### src/rtl/kalman_scheduler_if.sv
// Request/status bundle between the sensor front end and the Kalman scheduler.
//   master : requester side; drives clear, rp_req, yaw_req and observes status.
//   slave  : scheduler side; samples the requests and drives the datapath
//            strobe, axis select, busy, count_out, done pulses and overrun.
interface kalman_scheduler_if #(
   parameter int CNT_BITS = 6
);
   logic                clear;
   logic                rp_req;
   logic                yaw_req;
   logic                dp_start;
   logic                dp_sel;
   logic                busy;
   logic [CNT_BITS-1:0] count_out;
   logic                rp_done;
   logic                yaw_done;
   logic [1:0]          overrun;

   modport master (
      output clear, rp_req, yaw_req,
      input  dp_start, dp_sel, busy, count_out, rp_done, yaw_done, overrun
   );

   modport slave (
      input  clear, rp_req, yaw_req,
      output dp_start, dp_sel, busy, count_out, rp_done, yaw_done, overrun
   );
endinterface

### src/rtl/kalman_scheduler.sv
// Time-shares the single Kalman datapath between roll/pitch and yaw updates.
// Requests are queued as pending bits, granted round-robin, and each run is
// timed for a fixed per-axis cycle budget before a one-cycle done pulse.
//   clk  : system clock, rising edge
//   rst  : synchronous active-high reset, overrides everything
//   bus  : kalman_scheduler_if.slave (clear, requests in; strobe, select,
//          busy, count_out, done pulses, sticky overrun out)
//
// state  | meaning
// -------+-----------------------------------------------------------
// S_IDLE | no run active; grants a pending axis if any
// S_RUN  | datapath owned by dp_sel; count_out walks 1..N
module kalman_scheduler #(
   parameter int CNT_BITS   = 6,
   parameter int RP_CYCLES  = 63,
   parameter int YAW_CYCLES = 63
) (
   input logic               clk,
   input logic               rst,
   kalman_scheduler_if.slave bus
);
   localparam int MAX_N = (1 << CNT_BITS) - 1;

   generate
      if (RP_CYCLES < 1 || RP_CYCLES > MAX_N) begin : g_bad_rp
         $error("kalman_scheduler: RP_CYCLES out of range 1..2^CNT_BITS-1");
      end
      if (YAW_CYCLES < 1 || YAW_CYCLES > MAX_N) begin : g_bad_yaw
         $error("kalman_scheduler: YAW_CYCLES out of range 1..2^CNT_BITS-1");
      end
   endgenerate

   localparam logic [CNT_BITS-1:0] RP_N  = CNT_BITS'(RP_CYCLES);
   localparam logic [CNT_BITS-1:0] YAW_N = CNT_BITS'(YAW_CYCLES);

   typedef enum logic {S_IDLE, S_RUN} state_t;

   state_t              state_q, state_d;
   logic [1:0]          pend_q, pend_d;
   logic [1:0]          ovr_q, ovr_d;
   logic                last_q, last_d;
   logic                sel_q, sel_d;
   logic [CNT_BITS-1:0] cnt_q, cnt_d;
   logic                start_q, start_d;
   logic                rpd_q, rpd_d;
   logic                yd_q, yd_d;

   logic [1:0]          req;
   logic [1:0]          grant_mask;
   logic                pick;
   logic [CNT_BITS-1:0] run_n;

   // bit 0 = roll/pitch, bit 1 = yaw, matching the overrun encoding
   assign req = {bus.yaw_req, bus.rp_req};

   always_comb begin
      state_d    = state_q;
      pend_d     = pend_q;
      ovr_d      = ovr_q;
      last_d     = last_q;
      sel_d      = sel_q;
      cnt_d      = cnt_q;
      start_d    = 1'b0;
      rpd_d      = 1'b0;
      yd_d       = 1'b0;
      grant_mask = 2'b00;
      pick       = 1'b0;
      run_n      = sel_q ? YAW_N : RP_N;

      case (state_q)
         S_IDLE: begin
            if (pend_q != 2'b00) begin
               // both pending: the axis not served last time wins
               pick       = (&pend_q) ? ~last_q : pend_q[1];
               grant_mask = pick ? 2'b10 : 2'b01;
               state_d    = S_RUN;
               last_d     = pick;
               sel_d      = pick;
               cnt_d      = CNT_BITS'(1);
               start_d    = 1'b1;
            end
         end
         S_RUN: begin
            if (cnt_q == run_n) begin
               state_d = S_IDLE;
               cnt_d   = '0;
               rpd_d   = ~sel_q;
               yd_d    = sel_q;
            end else begin
               cnt_d = cnt_q + 1'b1;
            end
         end
         default: state_d = S_IDLE;
      endcase

      // A request for the axis being granted this cycle re-queues cleanly;
      // only a request hitting a pending bit that stays set is an overrun.
      ovr_d  = ovr_q | (req & pend_q & ~grant_mask);
      pend_d = (pend_q & ~grant_mask) | req;

      if (bus.clear) begin
         state_d = S_IDLE;
         pend_d  = 2'b00;
         ovr_d   = 2'b00;
         cnt_d   = '0;
         start_d = 1'b0;
         rpd_d   = 1'b0;
         yd_d    = 1'b0;
         last_d  = last_q;
         sel_d   = sel_q;
      end
   end

   always_ff @(posedge clk) begin
      if (rst) begin
         state_q <= S_IDLE;
         pend_q  <= 2'b00;
         ovr_q   <= 2'b00;
         last_q  <= 1'b1;
         sel_q   <= 1'b0;
         cnt_q   <= '0;
         start_q <= 1'b0;
         rpd_q   <= 1'b0;
         yd_q    <= 1'b0;
      end else begin
         state_q <= state_d;
         pend_q  <= pend_d;
         ovr_q   <= ovr_d;
         last_q  <= last_d;
         sel_q   <= sel_d;
         cnt_q   <= cnt_d;
         start_q <= start_d;
         rpd_q   <= rpd_d;
         yd_q    <= yd_d;
      end
   end

   assign bus.dp_start  = start_q;
   assign bus.dp_sel    = sel_q;
   assign bus.busy      = (state_q == S_RUN);
   assign bus.count_out = cnt_q;
   assign bus.rp_done   = rpd_q;
   assign bus.yaw_done  = yd_q;
   assign bus.overrun   = ovr_q;
endmodule

### src/flat_wrapper.sv
// flat-port wrapper written by rule: the top's interface ports become plain ports
module kalman_scheduler_flat 
#(
   parameter int CNT_BITS   = 6,
   parameter int RP_CYCLES  = 63,
   parameter int YAW_CYCLES = 63
)
  (clk, rst, bus_clear, bus_rp_req, bus_yaw_req, bus_dp_start, bus_dp_sel, bus_busy, bus_count_out, bus_rp_done, bus_yaw_done, bus_overrun);
  kalman_scheduler_if #(.CNT_BITS(CNT_BITS)) bus_i ();
  input logic clk;
  input logic rst;
  input wire logic [$bits(bus_i.clear)-1:0] bus_clear;
  input wire logic [$bits(bus_i.rp_req)-1:0] bus_rp_req;
  input wire logic [$bits(bus_i.yaw_req)-1:0] bus_yaw_req;
  output wire logic [$bits(bus_i.dp_start)-1:0] bus_dp_start;
  output wire logic [$bits(bus_i.dp_sel)-1:0] bus_dp_sel;
  output wire logic [$bits(bus_i.busy)-1:0] bus_busy;
  output wire logic [$bits(bus_i.count_out)-1:0] bus_count_out;
  output wire logic [$bits(bus_i.rp_done)-1:0] bus_rp_done;
  output wire logic [$bits(bus_i.yaw_done)-1:0] bus_yaw_done;
  output wire logic [$bits(bus_i.overrun)-1:0] bus_overrun;
  assign bus_i.clear = bus_clear;
  assign bus_i.rp_req = bus_rp_req;
  assign bus_i.yaw_req = bus_yaw_req;
  assign bus_dp_start = bus_i.dp_start;
  assign bus_dp_sel = bus_i.dp_sel;
  assign bus_busy = bus_i.busy;
  assign bus_count_out = bus_i.count_out;
  assign bus_rp_done = bus_i.rp_done;
  assign bus_yaw_done = bus_i.yaw_done;
  assign bus_overrun = bus_i.overrun;
  kalman_scheduler #(.CNT_BITS(CNT_BITS), .RP_CYCLES(RP_CYCLES), .YAW_CYCLES(YAW_CYCLES)) u_core (.clk(clk), .rst(rst), .bus(bus_i));
endmodule
### config.mk
export PLATFORM = sky130hd
export DESIGN_NAME = kalman_scheduler_flat
export DESIGN_NICKNAME = d
export VERILOG_FILES = /design/src/rtl/kalman_scheduler_if.sv /design/src/rtl/kalman_scheduler.sv /design/src/flat_wrapper.sv
export SDC_FILE = /design/constraint.sdc
export NUM_CORES = 1
export LEC_CHECK = 0
export ABC_AREA = 1
export BUFFER_PORTS_ARGS = -buffer_cell sky130_fd_sc_hd__buf_4
export CORE_AREA = 4 4 41 43
export CTS_BUF_LIST = sky130_fd_sc_hd__clkbuf_4
export CTS_CLUSTER_DIAMETER = 60
export DETAILED_ROUTE_END_ITERATION = 10
export DIE_AREA = 0 0 45 47
export HOLD_SLACK_MARGIN = 0.05
export PLACE_DENSITY = 0.75
export SETUP_SLACK_MARGIN = 0.4
export SLEW_MARGIN = 10
export SYNTH_ARGS = -nofsm -noshare
export SYNTH_HDL_FRONTEND = slang
export SYNTH_SLANG_ARGS = --single-unit
### constraint.sdc
create_clock -name clk -period 1.8 [get_ports clk]
set_clock_uncertainty 0.15 [all_clocks]
set_input_delay 0 -clock clk [delete_from_list [all_inputs] [get_ports clk]]
set_output_delay 0 -clock clk [all_outputs]
set_load 0.02 [all_outputs]
==> results.json, run 1 <==
{
  "yosys_warnings": 0,
  "p_leak_nw": 0.379,
  "hpwl_mm": 1.03,
  "synth-simple-area-share_pct": 27.7,
  "die_h_um": 47,
  "min_from": "rst",
  "antenna_found_initial": 0,
  "postSynthCellCount": 84,
  "syn-num-nets": 90,
  "routed_via_density": 5.07,
  "required_ps": 1840,
  "grt_max_degree": 10,
  "synth.avg_cell_area_um2": 7.73,
  "io_pins": 18,
  "grt_pass1_vias": 608,
  "p_per_area_nw_per_um2": 715,
  "worstMarginPinSlew_ps": 281,
  "hold_class": "primary input to flip-flop",
  "register_area_um2": 323,
  "root_buffer": "clkbuf_4",
  "die-area_um2": 2120,
  "layout-drive-gt1-share_pct": 27.5,
  "cts_buffer_depth": 2,
  "synth-compound-area-share_pct": 15.8,
  "cts_buffers": 3,
  "fmax_ghz": 0.773,
  "rsz0062_at_grt": "false",
  "synth_top_family_by_area": "simple AND/OR/NAND/NOR gates",
  "peakVddDrop_mv": 0.405,
  "drt_iter0_markers": 13,
  "crit_arrival_ps": 1340,
  "top_usage_layer": "met2",
  "n_fill_cell": 118,
  "status": "complete, no violations",
  "multi_input_area_um2": 295,
  "initial_core_util_pct": 49.9,
  "place_congestion": 0.786,
  "synthXorXnorAreaFrac_pct": 0,
  "insertion_delay_ps": 290,
  "portBuffers": 17,
  "startpoint": "u_core.bus.count_out[0]",
  "synth_area_um2": 649,
  "critPathMaxFanout": 5,
  "wirelength_mm": 1.42,
  "track_usage_pct": 16.5,
  "yosys.area_share.adder_pct": 1.93,
  "setup_viol": 0,
  "htreeDepth": 1,
  "diodes": 0,
  "clock-sinks": 16,
  "synth_mux_area_share_pct": 0,
  "drt-wirelength-per-cell_um": 11.4,
  "worstSetupPathType": "flip-flop to flip-flop",
  "setup.worst_path.end_class": "flip-flop",
  "synth_seq_cells": 16,
  "area_growth_pct": 33.1,
  "gr-usage-met3_pct": 3.45,
  "antenna_left": 0,
  "report.final.hold_viol_count": 0,
  "drc": 0,
  "first_pass_iters": 4,
  "grt_pass1_wl_mm": 2.49,
  "gr-usage-met2_pct": 29.1,
  "met1_usage_pct": 17.9,
  "netlist-cell-type-count": 18,
  "rr_startpoint": "u_core.bus.count_out[0]",
  "fp.coreArea_um2": 1300,
  "vias": 629,
  "drv_cap": 0,
  "cts_resized": 0,
  "gr-total-overflow": 0,
  "start_kind": "flip-flop",
  "slew-limit-headroom_pct": 81.3,
  "yosysSeqAreaShare_pct": 49.3,
  "min_period_ps": 1290,
  "nNetsFinal": 116,
  "utilization_pct": 66.4,
  "setup_tns_ps": 0,
  "tritoncts": "yes",
  "post_cts_buffers": 0,
  "finalCritPeriodShare_pct": 71.9,
  "fp.dieW_um": 45,
  "num_rows": 13,
  "final-max-slew-violation-count": 0,
  "clk_pin_slew_ps": 90
}
==> state kept, by name (all words and copies together), names as in the netlist <==
name                  flops
u_core.bus.dp_start       1
u_core.bus.yaw_done       1
u_core.bus.dp_sel         1
u_core.last_q             1
u_core.bus.count_out      6
u_core.bus.overrun        2
u_core.bus.rp_done        1
u_core.pend_q             2
u_core.bus.busy           1
==> worst max-delay path, cell delays in order (launching register included) <==
cell	delay (ps)
dfxtp_2	380
ha_1	210
nand3_2	100
nor2_2	160
nor2_4	50
o21ai_1	110
inv_1	50
==> power breakdown <==
group / internal (mW) / leakage (nW) / switching (mW)
clock network: 0.0807 / 0.0154 / 0.112
logic: 0.0255 / 0.233 / 0.0319
registers: 0.361 / 0.131 / 0.00710
==> layer usage <==
metal	share of wire (%)	vias up
met5	0	-
met4	2.5	0
met1	44	288
met3	4.9	5
li1	-	323
met2	48	13
==> synthesized netlist by cell type <==
| master | count | share of area (%) |
|---|---|---|
| nand2_1 | 20 | 12 |
| dfxtp_1 | 16 | 49 |
| nor2_1 | 12 | 6.9 |
| a21oi_1 | 9 | 6.9 |
| inv_1 | 7 | 4.0 |
| o21ai_0 | 3 | 2.3 |
| inv_2 | 2 | 1.2 |
| nand3_1 | 2 | 1.5 |
| nand3_2 | 2 | 3.1 |
| nor2_2 | 2 | 1.9 |
| o21ai_1 | 2 | 1.5 |
| a21boi_2 | 1 | 1.7 |
| a31oi_1 | 1 | 0.96 |
| ha_1 | 1 | 1.9 |
| nand4_1 | 1 | 0.96 |
| nor2_4 | 1 | 1.7 |
| o211ai_1 | 1 | 1.2 |
| o21bai_1 | 1 | 1.2 |
==> final cells by class <==
type / instances / area share [%]
clock buffers: 3 / 2.60
clock inverters: 1 / 0.434
inverters: 9 / 3.91
multi-input cells: 59 / 34.2
flip-flops and latches: 16 / 37.3
well taps: 15 / 2.17
repair buffers: 21 / 19.4
==> path summary, 6_finish.rpt <==
path / endpoint / cells past startpoint / slack [ps]
max reg2reg: u_core.bus.busy / 6 / 510
min: u_core.bus.dp_start / 3 / 310
max: u_core.bus.busy / 6 / 510
min reg2reg: u_core.bus.rp_done / 1 / 320
==> cells in the final DEF, fill, tap and decap left out, types with 3 or more instances in the layout <==
| master | n |
|---|---|
| a21oi_1 | 9 |
| buf_4 | 17 |
| clkbuf_4 | 3 |
| dfxtp_1 | 14 |
| dlygate4sd3_1 | 4 |
| inv_1 | 7 |
| nand2_1 | 20 |
| nor2_1 | 12 |
| o21ai_0 | 3 |
==> per-stage QoR <==
| step | total power [mW] | hold slack (ps) | instance area [µm²] | setup slack, ps | std cells |
|---|---|---|---|---|---|
| floorplan | 0.405 | -80.9 | 652 | 493 | 84 |
| global placement | 0.425 | 44.7 | 798 | 551 | 116 |
| detailed placement | 0.426 | 47.1 | 798 | 510 | 116 |
| CTS | 0.623 | 294 | 865 | 498 | 124 |
| global route | 0.650 | 305 | 865 | 401 | 124 |
| finish | 0.619 | 306 | 865 | 506 | 124 |
==> cells by family after synthesis <==
group / count (synthesis)
buffers and inverters: 9
adders and majority gates: 1
and+or+nand+nor: 40
AOI/OAI and AO/OA: 18
DFF: 16
==> timing repair <==
action / 4_1_cts / 5_1_grt
hold endpoints to repair: 16 / 0
endpoints found under the setup margin: 0 / 0
hold buffers: 4 / 0
Note: power is estimated with default switching activity, not from simulation.
==> inputs of run 2 (changes only) <==
==> constraint.sdc (replaced) <==
create_clock -name clk -period 1.3 [get_ports clk]
set_clock_uncertainty 0.15 [all_clocks]
set_input_delay 0 -clock clk [delete_from_list [all_inputs] [get_ports clk]]
set_output_delay 0 -clock clk [all_outputs]
set_load 0.02 [all_outputs]
==> results.json, run 2 (synthesized netlist as in run 1, its figures left out) <==
{
  "final-max-slew-violation-count": 0,
  "hold_class": "primary input to flip-flop",
  "cts-hold-fix-buffers": 2,
  "cts_buffers": 3,
  "wl_met3_um": 95,
  "final_cell_mix": "nand2_1 (17), buf_4 (13), buf_6 (11), nor2_1 (10), a21oi_1 (8)",
  "crit_arrival_ps": 1230,
  "layout-drive-gt1-share_pct": 50.9,
  "drc": 0,
  "finalNonFillerCells": 129,
  "nNetsFinal": 121,
  "status": "complete, but fails checks",
  "wirelength_mm": 1.63,
  "setup.worst_path.end_class": "flip-flop",
  "crit_path_frequent_cell": "nor2_4",
  "grt_pass1_vias": 680,
  "tritoncts": "yes",
  "min_period_ps": 1200,
  "grt_pass1_wl_mm": 2.77,
  "portBuffers": 17,
  "wl_met2_um": 859,
  "initial_core_util_pct": 49.9,
  "fp.dieW_um": 45,
  "clk_pin_slew_ps": 90,
  "setup_tns_ps": 0,
  "rsz0062_at_grt": "true",
  "hold_ws_ps": -261,
  "setup_viol": 0,
  "wl_met1_um": 664,
  "crit_cells": 6,
  "die-area_um2": 2120,
  "critPathMaxFanout": 3,
  "required_ps": 1330,
  "topRoutingLayerUsed": "met4",
  "worstRegToRegCells": 6,
  "p_leak_nw": 0.426,
  "final_area_um2": 1030,
  "drv_cap": 0,
  "finalCritPeriodShare_pct": 92.0,
  "fmax_ghz": 0.836,
  "first_pass_iters": 4,
  "antenna_found_initial": 0,
  "report.final.hold_viol_count": 10,
  "critical-path-max-stage-delay_ps": 380,
  "antenna_left": 0,
  "clock-sinks": 16,
  "start_kind": "flip-flop",
  "gr-total-overflow": 0,
  "drt_iter0_markers": 28,
  "fp.coreArea_um2": 1300,
  "worstMarginPinSlew_ps": 265,
  "root_buffer": "clkbuf_4",
  "dpl_cell_area_um2": 847,
  "drt-wirelength-per-cell_um": 12.6,
  "crit_buf_inv": 1,
  "numPlacedInstances": 116,
  "min_path_cells": 2,
  "htreeDepth": 1,
  "place_congestion": 0.779,
  "num_rows": 13,
  "hpwl_um": 990,
  "cts_buffer_depth": 2,
  "largest_register_ffs": 6,
  "crit_family": "flip-flops",
  "worstSetupPathType": "flip-flop to flip-flop",
  "routed_via_density": 5.22,
  "slew-limit-headroom_pct": 82.3,
  "die_h_um": 47,
  "vias": 673,
  "layout_commonest_cell": "nand2_1",
  "p_per_area_nw_per_um2": 834,
  "peakVddDrop_mv": 0.684,
  "insertion_delay_ps": 280,
  "cp_cell_sequence": "ha_4 -> nand3_4 -> nor2_4 -> nor2_4 -> o21ai_2 -> inv_1",
  "violations": "hold timing",
  "grt_max_degree": 10,
  "io_pins": 18,
  "track_usage_pct": 17.8,
  "diodes": 0,
  "area_growth_pct": 59.2,
  "slowest_stage": "dfxtp_4"
}
-- run 2: cell count changes in the layout (fill, tap and decap cells not counted), sizes merged --
cell	before	now
buf	17	24
dlygate4sd3	4	2
-- run 2: final cells by class --
type	instances	area [µm²]
Sequential cell	16	355
Inverter	9	41.3
Tap cell	15	18.8
Multi-Input combinational cell	59	350
Clock inverter	1	3.75
Clock buffer	3	22.5
Timing Repair Buffer	26	241
Fill cell	91	268
-- run 2: path summary, 6_finish.rpt --
check / from / end / slack, ps
worst max-delay path: u_core.bus.count_out[0] / u_core.bus.busy / 100
worst min register to register: u_core.bus.overrun[0] / u_core.bus.overrun[0] / 340
worst min-delay path: rst / u_core.bus.dp_sel / -260
worst max register to register: u_core.bus.count_out[0] / u_core.bus.busy / 100
-- run 2: what timing repair did --
action                                  in CTS  in global routing
endpoints found under the hold margin       16                 15
setup buffers                                7                  0
cloned                                       0                  0
pin swaps                                    3                  6
resized for setup                           19                 13
endpoints found under the setup margin      26                 29
-- run 2: worst register-to-register path, cell delays in order, from the launching register on --
cell and delay, ps:
dfxtp_4 380, ha_4 150, nand3_4 80, nor2_4 140, nor2_4 50, o21ai_2 100, inv_1 50
-- run 2: power breakdown --
group	internal, mW	total, mW	switching, mW	leakage, nW
logic	0.0471	0.103	0.0554	0.272
registers	0.489	0.501	0.0122	0.138
clock network	0.111	0.258	0.147	0.0154
total	0.648	0.862	0.214	0.426
-- run 2: metal layers --
metal | vias to the layer above | track usage (%)
li1 | 333 | -
met1 | 318 | 20.5
met2 | 20 | 32.2
met3 | 2 | 3.45
met4 | 0 | 7.60
met5 | - | 0
-- run 2: through the flow --
step	hold slack (ps)	total power [mW]	worst slack [ps]	utilization [%]
5_1_grt	-271	0.910	15.5	79.4
3_5_place_dp	43.0	0.592	105	65.1
6_report	-261	0.862	104	79.4
4_1_cts	-266	0.866	128	76.3
3_3_place_gp	42.0	0.591	129	65.1
2_1_floorplan	-80.9	0.561	93.5	-
